<file path="src/rtl/song_note_sequencer_pkg.sv">
// Shared encodings for the song note sequencer: FSM states, score ROM field
// positions and display shift codes.
package song_note_sequencer_pkg;

  localparam logic [2:0] ST_IDLE  = 3'd0;
  localparam logic [2:0] ST_FETCH = 3'd1;
  localparam logic [2:0] ST_WAIT  = 3'd2;
  localparam logic [2:0] ST_PLAY  = 3'd3;
  localparam logic [2:0] ST_GAP   = 3'd4;
  localparam logic [2:0] ST_DONE  = 3'd5;

  // Score ROM word: {note[7:0], shift[1:0], dur[5:0]}
  localparam int NOTE_MSB  = 15;
  localparam int NOTE_LSB  = 8;
  localparam int SHIFT_MSB = 7;
  localparam int SHIFT_LSB = 6;
  localparam int DUR_MSB   = 5;
  localparam int DUR_LSB   = 0;
  localparam int DUR_W     = DUR_MSB - DUR_LSB + 1;

  localparam logic [1:0] SHIFT_HIGH = 2'b10;
  localparam logic [1:0] SHIFT_LOW  = 2'b01;
  localparam logic [1:0] SHIFT_MID  = 2'b00;

  // The unused code 2'b11 is shown as the middle octave.
  function automatic logic [1:0] decode_shift(input logic [1:0] raw);
    return (raw == 2'b11) ? SHIFT_MID : raw;
  endfunction

endpackage

</file>
<file path="src/rtl/song_note_sequencer_tick.sv">
// Scroll-rate tick generator: free-running counter while enabled, one-cycle
// tick on the last count of each period.
module seq_tick_gen #(
  parameter int TICK_PERIOD = 100000
) (
  input  logic vga_clk,
  input  logic rst,
  input  logic en,
  input  logic clr,
  output logic tick
);

  localparam int CW = (TICK_PERIOD > 1) ? $clog2(TICK_PERIOD) : 1;
  localparam logic [CW-1:0] LAST = CW'(TICK_PERIOD - 1);

  logic [CW-1:0] cnt;

  always_ff @(posedge vga_clk) begin
    if (rst || clr) begin
      cnt <= '0;
    end else if (en) begin
      cnt <= (cnt == LAST) ? '0 : cnt + 1'b1;
    end
  end

  assign tick = en && (cnt == LAST);

endmodule

</file>
<file path="src/rtl/song_note_sequencer.sv">
// Autoplay source for the play-mode display: walks the score ROM and drives
// note/shift/output_ready at the display scroll tick rate.
module song_note_sequencer
  import song_note_sequencer_pkg::*;
#(
  parameter int TICK_PERIOD = 100000,
  parameter int ADDR_W      = 6,
  parameter int GAP_TICKS   = 1
) (
  input  logic              vga_clk,
  input  logic              rst,
  input  logic              start,
  input  logic              stop,
  output logic [ADDR_W-1:0] rom_addr,
  input  logic [15:0]       rom_data,
  output logic [7:0]        note,
  output logic [1:0]        shift,
  output logic              output_ready,
  output logic              busy,
  output logic              done,
  output logic [2:0]        dbg_state
);

  localparam int GW = (GAP_TICKS > 1) ? $clog2(GAP_TICKS) : 1;
  localparam logic [GW-1:0]     LAST_GAP  = GW'(GAP_TICKS - 1);
  localparam logic [ADDR_W-1:0] LAST_ADDR = {ADDR_W{1'b1}};

  logic [2:0]       state;
  logic [2:0]       state_n;
  logic [DUR_W-1:0] dur_cnt;
  logic [GW-1:0]    gap_cnt;
  logic             tick;
  logic             enter_fetch;
  logic             note_end;
  logic             gap_end;

  logic [7:0]       rom_note;
  logic [1:0]       rom_shift;
  logic [DUR_W-1:0] rom_dur;

  assign rom_note  = rom_data[NOTE_MSB:NOTE_LSB];
  assign rom_shift = rom_data[SHIFT_MSB:SHIFT_LSB];
  assign rom_dur   = rom_data[DUR_MSB:DUR_LSB];

  assign note_end  = tick && (dur_cnt == DUR_W'(1));
  assign gap_end   = tick && (gap_cnt == LAST_GAP);
  assign dbg_state = state;

  seq_tick_gen #(
    .TICK_PERIOD (TICK_PERIOD)
  ) u_tick (
    .vga_clk (vga_clk),
    .rst     (rst),
    .en      (busy),
    .clr     (enter_fetch),
    .tick    (tick)
  );

  // stop overrides every transition, including a start in the same cycle.
  always_comb begin
    state_n = state;
    case (state)
      ST_IDLE:  if (start) state_n = ST_FETCH;
      ST_FETCH: state_n = ST_WAIT;
      ST_WAIT:  state_n = (rom_dur == '0) ? ST_DONE : ST_PLAY;
      ST_PLAY:  if (note_end) state_n = ST_GAP;
      ST_GAP:   if (gap_end) state_n = (rom_addr == LAST_ADDR) ? ST_DONE : ST_FETCH;
      ST_DONE:  state_n = ST_IDLE;
      default:  state_n = ST_IDLE;
    endcase
    if (stop) state_n = ST_IDLE;
    enter_fetch = (state_n == ST_FETCH) && (state != ST_FETCH);
  end

  always_ff @(posedge vga_clk) begin
    if (rst) begin
      state        <= ST_IDLE;
      rom_addr     <= '0;
      note         <= '0;
      shift        <= SHIFT_MID;
      output_ready <= 1'b0;
      busy         <= 1'b0;
      done         <= 1'b0;
      dur_cnt      <= '0;
      gap_cnt      <= '0;
    end else begin
      state <= state_n;
      busy  <= (state_n != ST_IDLE);
      done  <= 1'b0;
      if (stop) begin
        rom_addr     <= '0;
        note         <= '0;
        shift        <= SHIFT_MID;
        output_ready <= 1'b0;
      end else begin
        case (state)
          ST_IDLE: begin
            if (start) rom_addr <= '0;
          end
          ST_WAIT: begin
            if (rom_dur == '0) begin
              done <= 1'b1;
            end else begin
              dur_cnt      <= rom_dur;
              gap_cnt      <= '0;
              note         <= rom_note;
              shift        <= decode_shift(rom_shift);
              output_ready <= (rom_note != 8'h00);
            end
          end
          ST_PLAY: begin
            if (tick) dur_cnt <= dur_cnt - 1'b1;
            // shift is deliberately held through the gap
            if (note_end) begin
              note         <= '0;
              output_ready <= 1'b0;
            end
          end
          ST_GAP: begin
            if (gap_end) begin
              gap_cnt <= '0;
              if (rom_addr == LAST_ADDR) done <= 1'b1;
              else rom_addr <= rom_addr + 1'b1;
            end else if (tick) begin
              gap_cnt <= gap_cnt + 1'b1;
            end
          end
          ST_DONE: begin
            rom_addr <= '0;
            shift    <= SHIFT_MID;
          end
          default: ;
        endcase
      end
    end
  end

endmodule

</file>
<file path="config.mk">
export PLATFORM = sky130hd
export DESIGN_NAME = song_note_sequencer
export DESIGN_NICKNAME = d
export VERILOG_FILES = /design/src/rtl/song_note_sequencer_pkg.sv /design/src/rtl/song_note_sequencer_tick.sv /design/src/rtl/song_note_sequencer.sv
export SDC_FILE = /design/constraint.sdc
export NUM_CORES = 1
export LEC_CHECK = 0
export ABC_AREA = 1
export CAP_MARGIN = 20
export CORE_UTILIZATION = 30
export CTS_CLUSTER_DIAMETER = 40
export DETAILED_ROUTE_END_ITERATION = 8
export GPL_TIMING_DRIVEN = 1
export MAX_ROUTING_LAYER = met4
export SLEW_MARGIN = 15
export SYNTH_ARGS = -nofsm -noshare
export SYNTH_HDL_FRONTEND = slang
export SYNTH_HIERARCHICAL = 1
export SYNTH_SLANG_ARGS = --single-unit
</file>
<file path="constraint.sdc">
create_clock -name vga_clk -period 2.45 [get_ports vga_clk]
set_input_delay 0.735 -clock vga_clk [delete_from_list [all_inputs] [get_ports vga_clk]]
set_output_delay 0.735 -clock vga_clk [all_outputs]
set_load 0.02 [all_outputs]
</file>
==> qor.csv <==
stage,metric,value,unit
routing,vias_per_cell,4.61,
sta,fmax,453,MHz
setup_path,ff2ff_setup_slack,0.24,ns
global_route,grt_overflow,0,
clock_network,post_cts_buffers,0,
setup_path,crit_path_end_kind,output port,
yosys,synth_nets,406,
setup_path,max_stage_delay,0.68,ns
yosys,synth_warnings,6,
routing,wirelength,6.14,mm
setup_path,crit_chain,clkdlybuf4s50_1,
placed_design,port_buffers,41,
setup_path,path_class,register to output port,
power_and_ir_drop,p_per_area,427,nW/um2
yosys,yosysSeqAreaShare,36.3,%
global_route,antenna_found_initial,0,
sta,tns,0,ns
floorplanning,initial_utilization,30.9,%
clock_network,hold_buffers,0,
yosys,synth-seq-cells,46,
yosys,synth_top_area_share,36.3,%
cells_and_area,antenna_cells,0,
floorplanning,dieArea,8830,um2
worst_hold_path,hold_path.class,register to register,
clock_network,cts_root_buf,clkbuf_8,
run_status,status,finished clean,
routing,vias,2519,
setup_path,cp_max_fo,6,
yosys,ys_top_cells_by_area,"dfxtp_1 36%, nand2_1 15%, nor2_1 8.9%",
global_route,grt_pass1_wl,10.6,mm
floorplanning,ios,42,
clock_network,cts_buffer_depth,2,
routing,ant_nets,0,
cells_and_area,final_nets,465,
sta,fin_ws,0.241,ns
worst_hold_path,hold_end,gap_cnt$_SDFFE_PP0P_,
setup_path,crit_arrival,1.47,ns
setup_path,cp-start-kind,register,
routing,firstDrtPassIters,4,
worst_hold_path,worstHoldStart,gap_cnt$_SDFFE_PP0P_,
cells_and_area,post-route-util,39.8,%
sta,clock_skew,0.0145,ns
cells_and_area,drive_above_1_share,13.3,%
clock_network,htreeDepth,2,
global_route,grt_max_degree,18,
setup_path,r2r-start,u_tick/cnt[0]$_SDFFE_PP0P_,
cells_and_area,stdcell_area,3270,um2
cells_and_area,instances_no_fill,547,
sta,hold_viol,0,
yosys,syn-instance-count,382,
setup_path,worstPathBufferInverterCount,1,
clock_network,clk_pin_slew,0.10,ns
floorplanning,die_x,93.9,um
routing,routedWlPerCell,11.2,um
floorplanning,core_area,8220,um2
sta,rsz0062_at_grt,no,
placed_design,dp_hpwl,4.73,mm
setup_path,required,1.71,ns
sta,fin_crit,2.21,ns
clock_network,cts_resized,0,
global_route,grt_pass1_vias,2409,
clock_network,cts_buffers,5,
placed_design,dpl_cell_area,3160,um2
yosys,synth_top_area_cell,dfxtp_1,
setup_path,worstRegToRegCells,13,
sta,hold_ws,0.454,ns
yosys,async_flop_share,0,%
yosys,synth_edf_count,0,
setup_path,path_delay_family,buffers and inverters,
yosys,avgSynthCellArea,6.64,um2
placed_design,post-place-cells,539,
sta,period_share,90.2,%
clock_network,cts_tree,done,
cells_and_area,area_growth,28.9,%
floorplanning,row_count,33,
clock_network,cts.sinks,46,
sta,tightest_slew,0.367,ns
global_route,grt_usage,15.6,%
yosys,synth.most_common_cell,nand2_1,
sta,finalSetupViolations,0,
sta,drv_slew,0,
yosys,synthTopCellsByCount,"99 x nand2_1, 60 x nor2_1, 46 x dfxtp_1",
routing,route.detailed.drc,0,
power_and_ir_drop,p_total,1.40,mW
sta,relSlewSlack,75.5,%
placed_design,place_congestion,0.868,
floorplanning,die_h,93.9,um
yosys,synth_area,2540,um2
job,cap_violations,0,
power_and_ir_drop,p_leak,1.27,nW
setup_path,crit_path_top_delay_cell,clkdlybuf4s50_1,
yosys,synth_ff_type,dfxtp_1,
yosys,synth.distinct_cells,34,
routing,first_iter_violations,72,
power_and_ir_drop,irDropWorstVdd,0.203,mV
clock_network,clk_latency,0.31,ns
placed_design,post-place-ws,0.00557,ns
worst_hold_path,hold-path-cell-count,2,
setup_path,reg2reg_to,u_tick/cnt[2]$_SDFFE_PP0P_,
==> kinds of logic (layout without fill, tap and decap cells) <==
family | after synthesis | after routing | share of synthesized area (%)
compound gates | 46 | 46 | 10.2
xor+xnor | 8 | 8 | 2.76
fa+ha+maj | 4 | 4 | 1.97
buf+inv | 49 | 109 | 7.89
flops | 46 | 46 | 36.3
simple gates | 229 | 229 | 40.9
==> registers in the layout, indices dropped and copies added (netlist names), 2 cells and up <==
register,count
u_tick/cnt,17
note,8
dur_cnt,6
rom_addr,6
dbg_state,3
shift,2
==> metal layers <==
metal / up-vias / GRT usage (%) / share of wire (%)
met5: - / - / 0
met4: 0 / 6.15 / 2.6
met3: 17 / 3.24 / 4.7
met2: 65 / 24.9 / 44
met1: 1093 / 19.1 / 49
li1: 1344 / - / -
==> final cells by class <==
type / count / area (um2)
tap: 105 / 131
inverter: 46 / 178
timing repair buffer: 55 / 515
multi-input combinational: 287 / 1430
sequential: 46 / 921
clock inverter: 3 / 25.0
fill: 880 / 4950
clock buffer: 5 / 68.8
==> layout by cell type (no fill, tap or decap), types with 2 or more instances in the layout <==
master | synthesis | final
clkdlybuf4s50_1 | 0 | 41
nor2_2 | 6 | 10
inv_2 | 7 | 9
nand3_4 | 2 | 2
buf_4 | 1 | 14
nand4_1 | 8 | 8
nand2_4 | 2 | 3
nand2_2 | 5 | 4
o21ai_1 | 2 | 3
nor4_1 | 2 | 2
xor2_1 | 7 | 7
ha_1 | 4 | 4
nand2_1 | 99 | 99
a21oi_1 | 28 | 28
o21ai_0 | 11 | 10
nand3_1 | 37 | 37
nand3_2 | 2 | 2
dfxtp_1 | 46 | 46
clkbuf_8 | 0 | 5
nor2_1 | 60 | 56
inv_1 | 36 | 34
inv_4 | 2 | 2
nor3_1 | 2 | 2
==> worst max-delay path by stage <==
stage	end	from	slack (ns)	cells past startpoint
floorplan	u_tick/cnt[2]$_SDFFE_PP0P_	u_tick/cnt[0]$_SDFFE_PP0P_	0.16	13
global placement	u_tick/cnt[2]$_SDFFE_PP0P_	rom_data[0]	0.06	9
detailed placement	u_tick/cnt[2]$_SDFFE_PP0P_	rom_data[5]	0.006	9
CTS	u_tick/cnt[2]$_SDFFE_PP0P_	u_tick/cnt[9]$_SDFFE_PP0P_	0.08	14
global route	u_tick/cnt[2]$_SDFFE_PP0P_	u_tick/cnt[0]$_SDFFE_PP0P_	0.01	13
finish	dbg_state[1]	dbg_state[1]$_SDFF_PP0_	0.24	1
==> where the power goes <==
part	internal [mW]	switching, mW
Clock	0.207	0.294
Sequential	0.755	0.00724
Combinational	0.0625	0.0727
Total	1.02	0.374
==> worst min-delay path, cell delays in order, from the launching register on <==
cell and delay [ns]:
dfxtp_1 0.32, nand2_1 0.06, a31oi_1 0.04
(Power assumes the default switching activity.)
